### src/rtl/axi_arb2_if.sv
// axi_if: AXI4-Lite bundle with master/slave views
interface axi_if #(parameter int ADDR_W = 32, parameter int DATA_W = 32);
  logic [ADDR_W-1:0]   araddr, awaddr;
  logic [DATA_W-1:0]   rdata, wdata;
  logic [DATA_W/8-1:0] wstrb;
  logic [1:0]          rresp, bresp;
  logic arvalid, arready, rvalid, rready;
  logic awvalid, awready, wvalid, wready, bvalid, bready;
  modport Master (
    output araddr, arvalid, rready, awaddr, awvalid, wdata, wstrb, wvalid, bready,
    input  arready, rdata, rresp, rvalid, awready, wready, bresp, bvalid
  );
  modport Slave (
    input  araddr, arvalid, rready, awaddr, awvalid, wdata, wstrb, wvalid, bready,
    output arready, rdata, rresp, rvalid, awready, wready, bresp, bvalid
  );
endinterface

### src/rtl/axi_arb2.sv
// axi_arb2: whole-transaction IFU/LSU arbiter onto one AXI4-Lite master port
module axi_arb2 #(
  parameter bit RR_EN  = 1'b1,
  parameter int ADDR_W = 32,
  parameter int DATA_W = 32
) (
  input logic   clk_i,
  input logic   rst_i,
  axi_if.Slave  ifu_s,
  axi_if.Slave  lsu_s,
  axi_if.Master mem_m
);
  typedef enum logic [1:0] {IDLE, RD_IFU, RD_LSU, WR_LSU} state_t;
  state_t state, state_nx;
  logic last, ar_done, aw_done, w_done;
  logic rd_ifu, rd_lsu, wr_lsu, req_ifu, req_lsu, pick_lsu, fin;
  assign rd_ifu   = state == RD_IFU;
  assign rd_lsu   = state == RD_LSU;
  assign wr_lsu   = state == WR_LSU;
  assign req_ifu  = ifu_s.arvalid;
  assign req_lsu  = lsu_s.arvalid | lsu_s.awvalid | lsu_s.wvalid;
  assign pick_lsu = req_lsu & (!req_ifu | (RR_EN == 1'b0) | !last);
  assign fin      = ((rd_ifu | rd_lsu) & mem_m.rvalid & mem_m.rready) | (wr_lsu & mem_m.bvalid & mem_m.bready);
  // next grant: arbitrate in IDLE, hold the grant until the final handshake
  always_comb begin
    state_nx = state;
    state_nx = (state == IDLE) ? (!(req_ifu | req_lsu) ? IDLE : !pick_lsu ? RD_IFU : lsu_s.arvalid ? RD_LSU : WR_LSU)
             : fin ? IDLE : state;
  end
  // grant, fairness pointer and per-grant phase flags
  always_ff @(posedge clk_i) begin
    if (rst_i) begin
      state   <= IDLE;
      last    <= 1'b1;
      ar_done <= 1'b0;
      aw_done <= 1'b0;
      w_done  <= 1'b0;
    end else begin
      state <= state_nx;
      if (fin) begin
        last    <= !rd_ifu;
        ar_done <= 1'b0;
        aw_done <= 1'b0;
        w_done  <= 1'b0;
      end else begin
        if (mem_m.arvalid & mem_m.arready) ar_done <= 1'b1;
        if (mem_m.awvalid & mem_m.awready) aw_done <= 1'b1;
        if (mem_m.wvalid & mem_m.wready) w_done <= 1'b1;
      end
    end
  end
  assign mem_m.araddr  = rd_lsu ? lsu_s.araddr : ifu_s.araddr;
  assign mem_m.arvalid = !ar_done & ((rd_ifu & ifu_s.arvalid) | (rd_lsu & lsu_s.arvalid));
  assign ifu_s.arready = rd_ifu & !ar_done & mem_m.arready;
  assign lsu_s.arready = rd_lsu & !ar_done & mem_m.arready;
  assign mem_m.rready  = (rd_ifu & ifu_s.rready) | (rd_lsu & lsu_s.rready);
  assign ifu_s.rvalid  = rd_ifu & mem_m.rvalid;
  assign lsu_s.rvalid  = rd_lsu & mem_m.rvalid;
  assign ifu_s.rdata   = mem_m.rdata;
  assign lsu_s.rdata   = mem_m.rdata;
  assign ifu_s.rresp   = mem_m.rresp;
  assign lsu_s.rresp   = mem_m.rresp;
  assign mem_m.awaddr  = lsu_s.awaddr;
  assign mem_m.awvalid = wr_lsu & !aw_done & lsu_s.awvalid;
  assign lsu_s.awready = wr_lsu & !aw_done & mem_m.awready;
  assign mem_m.wdata   = lsu_s.wdata;
  assign mem_m.wstrb   = lsu_s.wstrb;
  assign mem_m.wvalid  = wr_lsu & !w_done & lsu_s.wvalid;
  assign lsu_s.wready  = wr_lsu & !w_done & mem_m.wready;
  assign mem_m.bready  = wr_lsu & lsu_s.bready;
  assign lsu_s.bvalid  = wr_lsu & mem_m.bvalid;
  assign lsu_s.bresp   = mem_m.bresp;
  assign ifu_s.awready = 1'b0;
  assign ifu_s.wready  = 1'b0;
  assign ifu_s.bvalid  = 1'b0;
  assign ifu_s.bresp   = '0;
endmodule

### src/flat_wrapper.sv
// flat-port wrapper written by rule: the top's interface ports become plain ports
module axi_arb2_flat 
#(
  parameter bit RR_EN  = 1'b1,
  parameter int ADDR_W = 32,
  parameter int DATA_W = 32
)
  (clk_i, rst_i, ifu_s_araddr, ifu_s_arvalid, ifu_s_rready, ifu_s_awaddr, ifu_s_awvalid, ifu_s_wdata, ifu_s_wstrb, ifu_s_wvalid, ifu_s_bready, ifu_s_arready, ifu_s_rdata, ifu_s_rresp, ifu_s_rvalid, ifu_s_awready, ifu_s_wready, ifu_s_bresp, ifu_s_bvalid, lsu_s_araddr, lsu_s_arvalid, lsu_s_rready, lsu_s_awaddr, lsu_s_awvalid, lsu_s_wdata, lsu_s_wstrb, lsu_s_wvalid, lsu_s_bready, lsu_s_arready, lsu_s_rdata, lsu_s_rresp, lsu_s_rvalid, lsu_s_awready, lsu_s_wready, lsu_s_bresp, lsu_s_bvalid, mem_m_araddr, mem_m_arvalid, mem_m_rready, mem_m_awaddr, mem_m_awvalid, mem_m_wdata, mem_m_wstrb, mem_m_wvalid, mem_m_bready, mem_m_arready, mem_m_rdata, mem_m_rresp, mem_m_rvalid, mem_m_awready, mem_m_wready, mem_m_bresp, mem_m_bvalid);
  axi_if #(.ADDR_W(ADDR_W), .DATA_W(DATA_W)) ifu_s_i ();
  axi_if #(.ADDR_W(ADDR_W), .DATA_W(DATA_W)) lsu_s_i ();
  axi_if #(.ADDR_W(ADDR_W), .DATA_W(DATA_W)) mem_m_i ();
  input logic clk_i;
  input logic rst_i;
  input wire logic [$bits(ifu_s_i.araddr)-1:0] ifu_s_araddr;
  input wire logic [$bits(ifu_s_i.arvalid)-1:0] ifu_s_arvalid;
  input wire logic [$bits(ifu_s_i.rready)-1:0] ifu_s_rready;
  input wire logic [$bits(ifu_s_i.awaddr)-1:0] ifu_s_awaddr;
  input wire logic [$bits(ifu_s_i.awvalid)-1:0] ifu_s_awvalid;
  input wire logic [$bits(ifu_s_i.wdata)-1:0] ifu_s_wdata;
  input wire logic [$bits(ifu_s_i.wstrb)-1:0] ifu_s_wstrb;
  input wire logic [$bits(ifu_s_i.wvalid)-1:0] ifu_s_wvalid;
  input wire logic [$bits(ifu_s_i.bready)-1:0] ifu_s_bready;
  output wire logic [$bits(ifu_s_i.arready)-1:0] ifu_s_arready;
  output wire logic [$bits(ifu_s_i.rdata)-1:0] ifu_s_rdata;
  output wire logic [$bits(ifu_s_i.rresp)-1:0] ifu_s_rresp;
  output wire logic [$bits(ifu_s_i.rvalid)-1:0] ifu_s_rvalid;
  output wire logic [$bits(ifu_s_i.awready)-1:0] ifu_s_awready;
  output wire logic [$bits(ifu_s_i.wready)-1:0] ifu_s_wready;
  output wire logic [$bits(ifu_s_i.bresp)-1:0] ifu_s_bresp;
  output wire logic [$bits(ifu_s_i.bvalid)-1:0] ifu_s_bvalid;
  input wire logic [$bits(lsu_s_i.araddr)-1:0] lsu_s_araddr;
  input wire logic [$bits(lsu_s_i.arvalid)-1:0] lsu_s_arvalid;
  input wire logic [$bits(lsu_s_i.rready)-1:0] lsu_s_rready;
  input wire logic [$bits(lsu_s_i.awaddr)-1:0] lsu_s_awaddr;
  input wire logic [$bits(lsu_s_i.awvalid)-1:0] lsu_s_awvalid;
  input wire logic [$bits(lsu_s_i.wdata)-1:0] lsu_s_wdata;
  input wire logic [$bits(lsu_s_i.wstrb)-1:0] lsu_s_wstrb;
  input wire logic [$bits(lsu_s_i.wvalid)-1:0] lsu_s_wvalid;
  input wire logic [$bits(lsu_s_i.bready)-1:0] lsu_s_bready;
  output wire logic [$bits(lsu_s_i.arready)-1:0] lsu_s_arready;
  output wire logic [$bits(lsu_s_i.rdata)-1:0] lsu_s_rdata;
  output wire logic [$bits(lsu_s_i.rresp)-1:0] lsu_s_rresp;
  output wire logic [$bits(lsu_s_i.rvalid)-1:0] lsu_s_rvalid;
  output wire logic [$bits(lsu_s_i.awready)-1:0] lsu_s_awready;
  output wire logic [$bits(lsu_s_i.wready)-1:0] lsu_s_wready;
  output wire logic [$bits(lsu_s_i.bresp)-1:0] lsu_s_bresp;
  output wire logic [$bits(lsu_s_i.bvalid)-1:0] lsu_s_bvalid;
  output wire logic [$bits(mem_m_i.araddr)-1:0] mem_m_araddr;
  output wire logic [$bits(mem_m_i.arvalid)-1:0] mem_m_arvalid;
  output wire logic [$bits(mem_m_i.rready)-1:0] mem_m_rready;
  output wire logic [$bits(mem_m_i.awaddr)-1:0] mem_m_awaddr;
  output wire logic [$bits(mem_m_i.awvalid)-1:0] mem_m_awvalid;
  output wire logic [$bits(mem_m_i.wdata)-1:0] mem_m_wdata;
  output wire logic [$bits(mem_m_i.wstrb)-1:0] mem_m_wstrb;
  output wire logic [$bits(mem_m_i.wvalid)-1:0] mem_m_wvalid;
  output wire logic [$bits(mem_m_i.bready)-1:0] mem_m_bready;
  input wire logic [$bits(mem_m_i.arready)-1:0] mem_m_arready;
  input wire logic [$bits(mem_m_i.rdata)-1:0] mem_m_rdata;
  input wire logic [$bits(mem_m_i.rresp)-1:0] mem_m_rresp;
  input wire logic [$bits(mem_m_i.rvalid)-1:0] mem_m_rvalid;
  input wire logic [$bits(mem_m_i.awready)-1:0] mem_m_awready;
  input wire logic [$bits(mem_m_i.wready)-1:0] mem_m_wready;
  input wire logic [$bits(mem_m_i.bresp)-1:0] mem_m_bresp;
  input wire logic [$bits(mem_m_i.bvalid)-1:0] mem_m_bvalid;
  assign ifu_s_i.araddr = ifu_s_araddr;
  assign ifu_s_i.arvalid = ifu_s_arvalid;
  assign ifu_s_i.rready = ifu_s_rready;
  assign ifu_s_i.awaddr = ifu_s_awaddr;
  assign ifu_s_i.awvalid = ifu_s_awvalid;
  assign ifu_s_i.wdata = ifu_s_wdata;
  assign ifu_s_i.wstrb = ifu_s_wstrb;
  assign ifu_s_i.wvalid = ifu_s_wvalid;
  assign ifu_s_i.bready = ifu_s_bready;
  assign ifu_s_arready = ifu_s_i.arready;
  assign ifu_s_rdata = ifu_s_i.rdata;
  assign ifu_s_rresp = ifu_s_i.rresp;
  assign ifu_s_rvalid = ifu_s_i.rvalid;
  assign ifu_s_awready = ifu_s_i.awready;
  assign ifu_s_wready = ifu_s_i.wready;
  assign ifu_s_bresp = ifu_s_i.bresp;
  assign ifu_s_bvalid = ifu_s_i.bvalid;
  assign lsu_s_i.araddr = lsu_s_araddr;
  assign lsu_s_i.arvalid = lsu_s_arvalid;
  assign lsu_s_i.rready = lsu_s_rready;
  assign lsu_s_i.awaddr = lsu_s_awaddr;
  assign lsu_s_i.awvalid = lsu_s_awvalid;
  assign lsu_s_i.wdata = lsu_s_wdata;
  assign lsu_s_i.wstrb = lsu_s_wstrb;
  assign lsu_s_i.wvalid = lsu_s_wvalid;
  assign lsu_s_i.bready = lsu_s_bready;
  assign lsu_s_arready = lsu_s_i.arready;
  assign lsu_s_rdata = lsu_s_i.rdata;
  assign lsu_s_rresp = lsu_s_i.rresp;
  assign lsu_s_rvalid = lsu_s_i.rvalid;
  assign lsu_s_awready = lsu_s_i.awready;
  assign lsu_s_wready = lsu_s_i.wready;
  assign lsu_s_bresp = lsu_s_i.bresp;
  assign lsu_s_bvalid = lsu_s_i.bvalid;
  assign mem_m_araddr = mem_m_i.araddr;
  assign mem_m_arvalid = mem_m_i.arvalid;
  assign mem_m_rready = mem_m_i.rready;
  assign mem_m_awaddr = mem_m_i.awaddr;
  assign mem_m_awvalid = mem_m_i.awvalid;
  assign mem_m_wdata = mem_m_i.wdata;
  assign mem_m_wstrb = mem_m_i.wstrb;
  assign mem_m_wvalid = mem_m_i.wvalid;
  assign mem_m_bready = mem_m_i.bready;
  assign mem_m_i.arready = mem_m_arready;
  assign mem_m_i.rdata = mem_m_rdata;
  assign mem_m_i.rresp = mem_m_rresp;
  assign mem_m_i.rvalid = mem_m_rvalid;
  assign mem_m_i.awready = mem_m_awready;
  assign mem_m_i.wready = mem_m_wready;
  assign mem_m_i.bresp = mem_m_bresp;
  assign mem_m_i.bvalid = mem_m_bvalid;
  axi_arb2 #(.RR_EN(RR_EN), .ADDR_W(ADDR_W), .DATA_W(DATA_W)) u_core (.clk_i(clk_i), .rst_i(rst_i), .ifu_s(ifu_s_i), .lsu_s(lsu_s_i), .mem_m(mem_m_i));
endmodule
### config.mk
export PLATFORM = sky130hd
export DESIGN_NAME = axi_arb2_flat
export DESIGN_NICKNAME = d
export VERILOG_FILES = /design/src/rtl/axi_arb2_if.sv /design/src/rtl/axi_arb2.sv /design/src/flat_wrapper.sv
export SDC_FILE = /design/constraint.sdc
export NUM_CORES = 1
export LEC_CHECK = 0
export ABC_AREA = 1
export BUFFER_PORTS_ARGS = -buffer_cell sky130_fd_sc_hd__buf_2
export CAP_MARGIN = 10
export CORE_AREA = 2 2 171 173
export CTS_BUF_LIST = sky130_fd_sc_hd__clkbuf_2
export DETAILED_ROUTE_END_ITERATION = 8
export DIE_AREA = 0 0 173 175
export SYNTH_ARGS = -nofsm -noshare
export SYNTH_HDL_FRONTEND = slang
export SYNTH_SLANG_ARGS = --single-unit
### constraint.sdc
create_clock -name clk_i -period 3.43 [get_ports clk_i]
set_input_delay 0.5145 -clock clk_i [delete_from_list [all_inputs] [get_ports clk_i]]
set_output_delay 0.5145 -clock clk_i [all_outputs]
set_load 0.02 [all_outputs]
==> results.yml, run 1 <==
global_routing:
  grt_pass1_vias: 1439
  grt_pass1_wl_um: 10200
  grt_antenna_before_repair: 0
  grt_use_total_pct: 4.72
  overflow: 0
  grt_max_degree: 16
sta:
  fin_skew_ns: 0.00332
  max_freq_ghz: 0.373
  layout_setup_ws_ns: 0.752
  post-route-min-period_ns: 2.68
  hold_viol: 0
  tightest_slew_ns: 0.598
  min_period_over_period_pct: 78.1
  finalSetupTns_ns: 0
  rsz0062_at_grt: "false"
  relSlewSlack_pct: 60.1
  hold_slack_ns: 0.463
  finalMaxSlewViolations: 0
  finalSetupViolCount: 0
logic_synthesis:
  syn_inst: 248
  yosysWarnings: 0
  yosys.area.top_type_share_pct: 51.9
  synth_seq_cells: 6
  synth_area_um2: 2070
  synth_area_leaders: "buf_4 52%, mux2_4 22%, dfxtp_1 5.8%"
  synth.distinct_cells: 21
  syn_area_per_cell_um2: 8.33
  yosys.area.top_type: "buf_4"
  ys_seq_area_share_pct: 5.81
clock_tree:
  ctsRootBufferMaster: "clkbuf_2"
  cts_sinks: 6
  postCtsHoldBufs: 0
  clk_latency_ns: 0.23
  post_cts_buffers: 0
  cts_tree: "built"
  clk_path_buf_depth: 2
  cts_max_level: 1
  cts_resized: 0
  numCtsBuffers: 3
  path_clk_slew_ns: 0.07
pwr:
  pwr-share-comb_pct: 69.5
  p_clk_share_pct: 12.4
  p_sw_share_pct: 44.9
  p_sw_mw: 0.200
  p_int_mw: 0.246
  power_density_nw_per_um2: 217
  p_leak_nw: 1.00
  power_frac_seq_pct: 18.0
  ir_drop_uv: 112
finish:
  fin_nets: 491
  diodes: 0
  areaGrowthSynthToFinish_pct: -0.545
  drive_above_1_share_pct: 70.1
  finalNonFillerCells: 615
detailed_routing:
  drt_wl_total_um: 8030
  vias: 1456
  route.detailed.drc: 0
  drt_iter0_markers: 41
  drt_first_pass_iters: 4
  vias_per_cell: 2.37
  drt.antenna.violating_nets: 0
  wire_per_inst_um: 13.1
job:
  maxCapViolations: 0
run_status:
  status: "finished, final reports clean"
worst_setup_path:
  cp_max_fo: 15
  slowest_delay_ns: 0.57
  cp.required_ns: 2.92
  path_buf_inv: 3
  crit_family: "buffers and inverters"
  worstSetupPathType: "flop to output pin"
  cpMaxStageDelayCell: "ha_2"
  end_kind: "output pin"
  cp.arrival_ns: 2.16
  cp_cell_sequence: "inv_1 > ha_2 > buf_4 > mux2_4 > buf_2"
  cp-start-kind: "flop"
placement:
  dp.cells: 612
  post-place-ws_ns: 0.947
  gp_congestion: 0.682
  dp_hpwl_um: 7190
  io_buffers: 121
min_path:
  hold_class: "input port to flop"
die:
  fp.dieW_um: 173
  start_util_pct: 7.28
  die_h_um: 175
  coreArea_um2: 28400
  design.die.area_um2: 30300
  io-pin-count: 440
  fp-row-count: 62
==> synthesized netlist by cell type <==
| cell type | number |
|---|---|
| a21oi_1 | 5 |
| buf_12 | 3 |
| buf_4 | 143 |
| buf_6 | 1 |
| conb_1 | 1 |
| dfxtp_1 | 6 |
| ha_1 | 5 |
| inv_1 | 15 |
| inv_2 | 1 |
| mux2_2 | 2 |
| mux2_4 | 30 |
| nand2_1 | 15 |
| nand3_1 | 6 |
| nand3b_1 | 1 |
| nand4_1 | 2 |
| nor2_1 | 5 |
| nor3_1 | 2 |
| nor3_2 | 1 |
| nor3b_1 | 2 |
| nor3b_2 | 1 |
| o21ai_0 | 1 |
==> worst reg2reg max path, cell delays in order, from the launching register on <==
cell and delay, ns:
dfxtp_1 0.41, inv_1 0.09, ha_1 0.24, nand2_1 0.08, nand2_1 0.06, nand2_1 0.13, nand3_1 0.18, nor2_1 0.14
==> metrics by stage <==
stage | total power, mW | util [%] | cell area (µm²)
4_1_cts | 0.453 | 7.24 | 2060
2_1_floorplan | 0.537 | - | 2080
3_3_place_gp | 0.391 | 7.19 | 2040
5_1_grt | 0.475 | 7.24 | 2060
3_5_place_dp | 0.397 | 7.19 | 2040
6_report | 0.445 | 7.24 | 2060
==> cell families after synthesis <==
| family | Yosys count | share of synthesized area, % |
|---|---|---|
| buffers and inverters | 163 | 58.3 |
| AND/OR/NAND/NOR | 35 | 8.35 |
| multiplexers | 32 | 22.9 |
| AO/OA/AOI/OAI | 6 | 1.45 |
| flip-flops | 6 | 5.81 |
| adder cells (fa/ha/maj) | 5 | 3.03 |
| other | 1 | 0.181 |
==> layer usage <==
metal | track usage [%] | part of all wire [%]
met2 | 5.85 | 37
met4 | 1.13 | 1.5
met3 | 6.44 | 29
met5 | 3.53 | 2.0
met1 | 4.23 | 30
==> area by class of cell <==
type,count,area (µm²)
timing repair buffer,123,621
sequential,6,120
multi-input combinational,83,759
inverter,16,60.1
clock buffer,3,15.0
tap,384,480
fill,3381,26300
==> flip-flops by register name (all words and copies together), names as in the netlist <==
| register | count |
|---|---|
| u_core.state | 2 |
| u_core.ar_done | 1 |
| u_core.aw_done | 1 |
| u_core.last | 1 |
| u_core.w_done | 1 |
==> path summary, 6_finish.rpt <==
path	start	end	slack, ns	cells after the start
setup reg to reg	u_core.state[1]	u_core.ar_done	2.04	7
hold / removal	rst_i	u_core.state[0]	0.46	2
setup / recovery	u_core.state[0]	mem_m_araddr[1]	0.75	5
hold reg to reg	u_core.last	u_core.last	0.52	2
==> power by group through the flow <==
stage / clock [mW] / combinational, mW / sequential [mW]
final: 0.0554 / 0.310 / 0.0804
after CTS: 0.0566 / 0.316 / 0.0804
after global routing: 0.0590 / 0.334 / 0.0812
after global placement: 0 / 0.309 / 0.0818
after floorplan: 0 / 0.457 / 0.0806
after detailed placement: 0 / 0.315 / 0.0821
==> layout by cell type, fill, tap and decap left out <==
cell type | netlist | routed
buf_2 | 0 | 121
mux2_4 | 30 | 30
inv_1 | 15 | 15
nand2_1 | 15 | 15
nand3_1 | 6 | 6
dfxtp_1 | 6 | 6
nor2_1 | 5 | 5
a21oi_1 | 5 | 5
conb_1 | 1 | 5
ha_1 | 5 | 4
clkbuf_2 | 0 | 3
mux2_2 | 2 | 2
nor3_1 | 2 | 2
nor3b_1 | 2 | 2
nand4_1 | 2 | 2
buf_4 | 143 | 2
o21ai_0 | 1 | 1
inv_2 | 1 | 1
nor3_2 | 1 | 1
nor3b_2 | 1 | 1
nand3b_1 | 1 | 1
ha_2 | 0 | 1
Power figures use the tool's default switching activity.
==> run 2, diff against run 1 <==
--- a/config.mk
+++ b/config.mk
@@ -8,10 +8,10 @@
 export ABC_AREA = 1
 export BUFFER_PORTS_ARGS = -buffer_cell sky130_fd_sc_hd__buf_2
 export CAP_MARGIN = 10
-export CORE_AREA = 2 2 171 173
+export CORE_AREA = 2 2 173 175
 export CTS_BUF_LIST = sky130_fd_sc_hd__clkbuf_2
 export DETAILED_ROUTE_END_ITERATION = 8
-export DIE_AREA = 0 0 173 175
+export DIE_AREA = 0 0 175 177
 export SYNTH_ARGS = -nofsm -noshare
 export SYNTH_HDL_FRONTEND = slang
 export SYNTH_SLANG_ARGS = --single-unit
==> constraint.sdc (replaced) <==
create_clock -name clk_i -period 2.7 [get_ports clk_i]
set_input_delay 0.405 -clock clk_i [delete_from_list [all_inputs] [get_ports clk_i]]
set_output_delay 0.405 -clock clk_i [all_outputs]
set_load 0.02 [all_outputs]
==> results.yml, run 2 (synthesis results as in run 1) <==
sta:
  finalSetupTns_ns: 0
  layout_setup_ws_ns: 0.525
  rsz0062_at_grt: "false"
  max_freq_ghz: 0.460
  fin_skew_ns: 0.00224
  min_period_over_period_pct: 80.5
  post-route-min-period_ns: 2.17
  finalMaxSlewViolations: 0
  hold_viol: 0
  finalSetupViolCount: 0
placement:
  dp.cells: 617
  post-place-ws_ns: 0.731
  gp_congestion: 0.663
  dpl-instance-area_um2: 2050
  dp_hpwl_um: 6390
  io_buffers: 121
clock_tree:
  numCtsBuffers: 3
  cts_resized: 0
  cts_max_level: 1
  cts_sinks: 6
  clk_path_buf_depth: 2
  postCtsHoldBufs: 0
  ctsRootBufferMaster: "clkbuf_2"
  path_clk_slew_ns: 0.06
  clk_latency_ns: 0.23
  cts_tree: "built"
  post_cts_buffers: 0
job:
  maxCapViolations: 0
finish:
  mostFrequentLayoutCell: "buf_2"
  diodes: 0
  largest_reg_flops: 2
  design_area_um2: 2070
  drive_above_1_share_pct: 70.0
  layout_common_cells: "121 x buf_2, 30 x mux2_4, 15 x inv_1, 15 x nand2_1"
  areaGrowthSynthToFinish_pct: 0.0604
  finalNonFillerCells: 620
  fin_nets: 490
  largest_register: "u_core.state"
die:
  coreArea_um2: 29200
  start_util_pct: 7.07
  fp-row-count: 63
  die_h_um: 177
  design.die.area_um2: 31000
  io-pin-count: 440
  fp.dieW_um: 175
detailed_routing:
  drt_iter0_markers: 21
  drt_first_pass_iters: 4
  drt_wl_total_um: 7300
  drt.antenna.violating_nets: 0
  vias: 1429
  wire_per_inst_um: 11.8
  route.detailed.drc: 0
  vias_per_cell: 2.30
worst_setup_path:
  end_kind: "output pin"
  cp.arrival_ns: 1.77
  cp.required_ns: 2.30
  cp_max_fo: 32
  cp-start-kind: "flop"
  worstSetupPathType: "flop to output pin"
pwr:
  finalPower_mw: 0.569
  power_density_nw_per_um2: 275
  p_leak_nw: 0.999
  ir_drop_uv: 170
global_routing:
  overflow: 0
  grt_antenna_before_repair: 0
  grt_pass1_wl_um: 9050
  grt_pass1_vias: 1325
  grt_max_degree: 33
  grt_use_total_pct: 4.09
min_path:
  hold_class: "input port to flop"
run_status:
  status: "finished, final reports clean"
[run 2: cell type report]
| type | count | area (µm²) |
|---|---|---|
| clock buffers | 3 | 15.0 |
| fillers | 3454 | 27200 |
| inverters | 16 | 60.1 |
| multi-input cells | 83 | 759 |
| flip-flops and latches | 6 | 120 |
| well taps | 390 | 488 |
| repair buffers | 122 | 626 |
[run 2: worst paths after layout]
| kind | startpoint | end | slack (ns) | cells past startpoint |
|---|---|---|---|---|
| setup / recovery | u_core.state[0] | mem_m_araddr[0] | 0.53 | 5 |
| hold / removal | rst_i | u_core.state[0] | 0.36 | 2 |
| setup reg to reg | u_core.state[1] | u_core.aw_done | 1.32 | 7 |
| hold reg to reg | u_core.last | u_core.last | 0.51 | 2 |
[run 2: metrics by stage]
stage | hold slack, ns | util, %
floorplan | 0.469 | -
global placement | 0.491 | 7.02
detailed placement | 0.502 | 7.02
CTS | 0.356 | 7.07
global route | 0.356 | 7.07
finish | 0.357 | 7.07
[run 2: worst max-delay path, cell delays in order (launching register included)]
cell and delay, ns:
dfxtp_1 0.34, inv_1 0.11, ha_2 0.20, buf_12 0.22
mux2_2 0.38, buf_2 0.20
[run 2: power breakdown]
group	internal, mW	total, mW	switching, mW
registers	0.0951	0.102	0.00712
clock network	0.0302	0.0673	0.0371
logic	0.188	0.400	0.212
[run 2: metal layers]
metal	global-route usage (%)	part of all wire (%)
met5	3.04	1.7
met2	5.04	38
met3	5.80	30
met1	3.64	29
met4	0.799	1.2
==> run 3, diff against run 2 <==
--- a/config.mk
+++ b/config.mk
@@ -8,10 +8,10 @@
 export ABC_AREA = 1
 export BUFFER_PORTS_ARGS = -buffer_cell sky130_fd_sc_hd__buf_2
 export CAP_MARGIN = 10
-export CORE_AREA = 2 2 173 175
+export CORE_AREA = 2 2 170 172
 export CTS_BUF_LIST = sky130_fd_sc_hd__clkbuf_2
 export DETAILED_ROUTE_END_ITERATION = 8
-export DIE_AREA = 0 0 175 177
+export DIE_AREA = 0 0 172 174
 export SYNTH_ARGS = -nofsm -noshare
 export SYNTH_HDL_FRONTEND = slang
 export SYNTH_SLANG_ARGS = --single-unit
==> constraint.sdc (replaced) <==
create_clock -name clk_i -period 2 [get_ports clk_i]
set_input_delay 0.3 -clock clk_i [delete_from_list [all_inputs] [get_ports clk_i]]
set_output_delay 0.3 -clock clk_i [all_outputs]
set_load 0.02 [all_outputs]
==> results.yml, run 3 (synthesis results as in run 1) <==
run_status:
  status: "finished, final reports clean"
worst_setup_path:
  cp-start-kind: "flop"
  end_kind: "output pin"
  cp.arrival_ns: 1.57
  r2r-start: "u_core.state[1]"
  worstSetupPathType: "flop to output pin"
  cp.required_ns: 1.70
  cp_max_fo: 11
  cp-startpoint: "u_core.state[0]"
placement:
  dp_hpwl_um: 5510
  dpl-instance-area_um2: 2050
  gp_congestion: 0.702
  dp.cells: 612
  io_buffers: 121
sta:
  max_freq_ghz: 0.536
  post-route-min-period_ns: 1.87
  finalSetupTns_ns: 0
  hold_viol: 0
  rsz0062_at_grt: "false"
  fin_skew_ns: 0.00546
  min_period_over_period_pct: 93.3
  hold_slack_ns: 0.273
  finalSetupViolCount: 0
  finalMaxSlewViolations: 0
detailed_routing:
  drt_wl_total_um: 6450
  drt_first_pass_iters: 4
  drt.antenna.violating_nets: 0
  vias: 1413
  drt_iter0_markers: 28
  vias_per_cell: 2.29
  route.detailed.drc: 0
  wire_per_inst_um: 10.5
pwr:
  p_int_mw: 0.450
  power_frac_seq_pct: 17.6
  power_density_nw_per_um2: 375
  p_sw_share_pct: 43.7
  ir_drop_uv: 193
  p_clk_share_pct: 10.7
  p_sw_mw: 0.350
  pwr-share-comb_pct: 71.7
  p_leak_nw: 1.03
global_routing:
  overflow: 0
  grt_pass1_vias: 1325
  grt_antenna_before_repair: 0
  grt_max_degree: 12
  grt_use_total_pct: 3.70
  grt_pass1_wl_um: 8020
clock_tree:
  ctsRootBufferMaster: "clkbuf_2"
  cts_max_level: 1
  clk_path_buf_depth: 2
  cts_tree: "built"
  numCtsBuffers: 3
  clk_latency_ns: 0.22
  path_clk_slew_ns: 0.06
  cts_sinks: 6
  postCtsHoldBufs: 0
die:
  die_h_um: 174
  coreArea_um2: 28200
  fp.dieW_um: 172
  fp-row-count: 62
  design.die.area_um2: 29900
  io-pin-count: 440
  start_util_pct: 7.32
finish:
  diodes: 0
  areaGrowthSynthToFinish_pct: 3.15
  layout_common_cells: "121 x buf_2, 30 x mux2_4, 15 x nand2_1"
  fin_nets: 493
  drive_above_1_share_pct: 71.7
  design_area_um2: 2130
  mostFrequentLayoutCell: "buf_2"
  largest_reg_flops: 2
  finalNonFillerCells: 617
  fillers: 3363
  largest_register: "u_core.state"
  final_core_util_pct: 7.55
job:
  maxCapViolations: 0
min_path:
  hold_path_startpoint: "rst_i"
  hold_class: "input port to flop"
## run 3: final timing paths
check                          end  slack [ns]  cells past startpoint
hold / removal     u_core.state[1]        0.27                      2
setup reg to reg     u_core.w_done        0.66                      7
hold reg to reg        u_core.last        0.50                      2
setup / recovery  mem_m_araddr[22]        0.13                      6
## run 3: timing repair
action | 4_1_cts | 5_1_grt
setup endpoints to repair | 4 | 14
pin swaps | 0 | 0
resized for setup | 4 | 2
setup buffers | 0 | 1
cloned | 1 | 0
## run 3: per-layer routing
metal  vias up  track usage (%)  share of wire, %
li1        603                -                 -
met4         4            0.910               1.1
met3        18             4.60                25
met1       585             3.96                37
met5         -             2.68               1.8
met2       203             4.17                35
## run 3: power groups by stage
stage / sequential (mW) / combinational, mW / clock (mW)
after detailed placement: 0.141 / 0.551 / 0
after CTS: 0.140 / 0.581 / 0.0910
after global routing: 0.142 / 0.627 / 0.103
final: 0.140 / 0.574 / 0.0856
after floorplan: 0.138 / 0.783 / 0
after global placement: 0.140 / 0.544 / 0
## run 3: area by class of cell
class	count	area (µm²)	area share, %
multi-input cells	83	769	36.1
flip-flops and latches	6	123	5.75
well taps	384	480	22.5
repair buffers	125	684	32.1
inverters	16	60.1	2.82
clock buffers	3	15.0	0.704
## run 3: worst max-delay path: stages (launching register included)
cell and delay [ns]:
dfxtp_2 0.36, inv_2 0.07, ha_4 0.18, buf_12 0.13, buf_16 0.15, mux2_4 0.29
buf_2 0.16
## run 3: metrics by stage
step	setup slack (ns)	power [mW]
2_1_floorplan	0.467	0.921
3_3_place_gp	0.237	0.684
3_5_place_dp	0.227	0.692
4_1_cts	0.0106	0.812
5_1_grt	0.0228	0.871
6_report	0.135	0.800
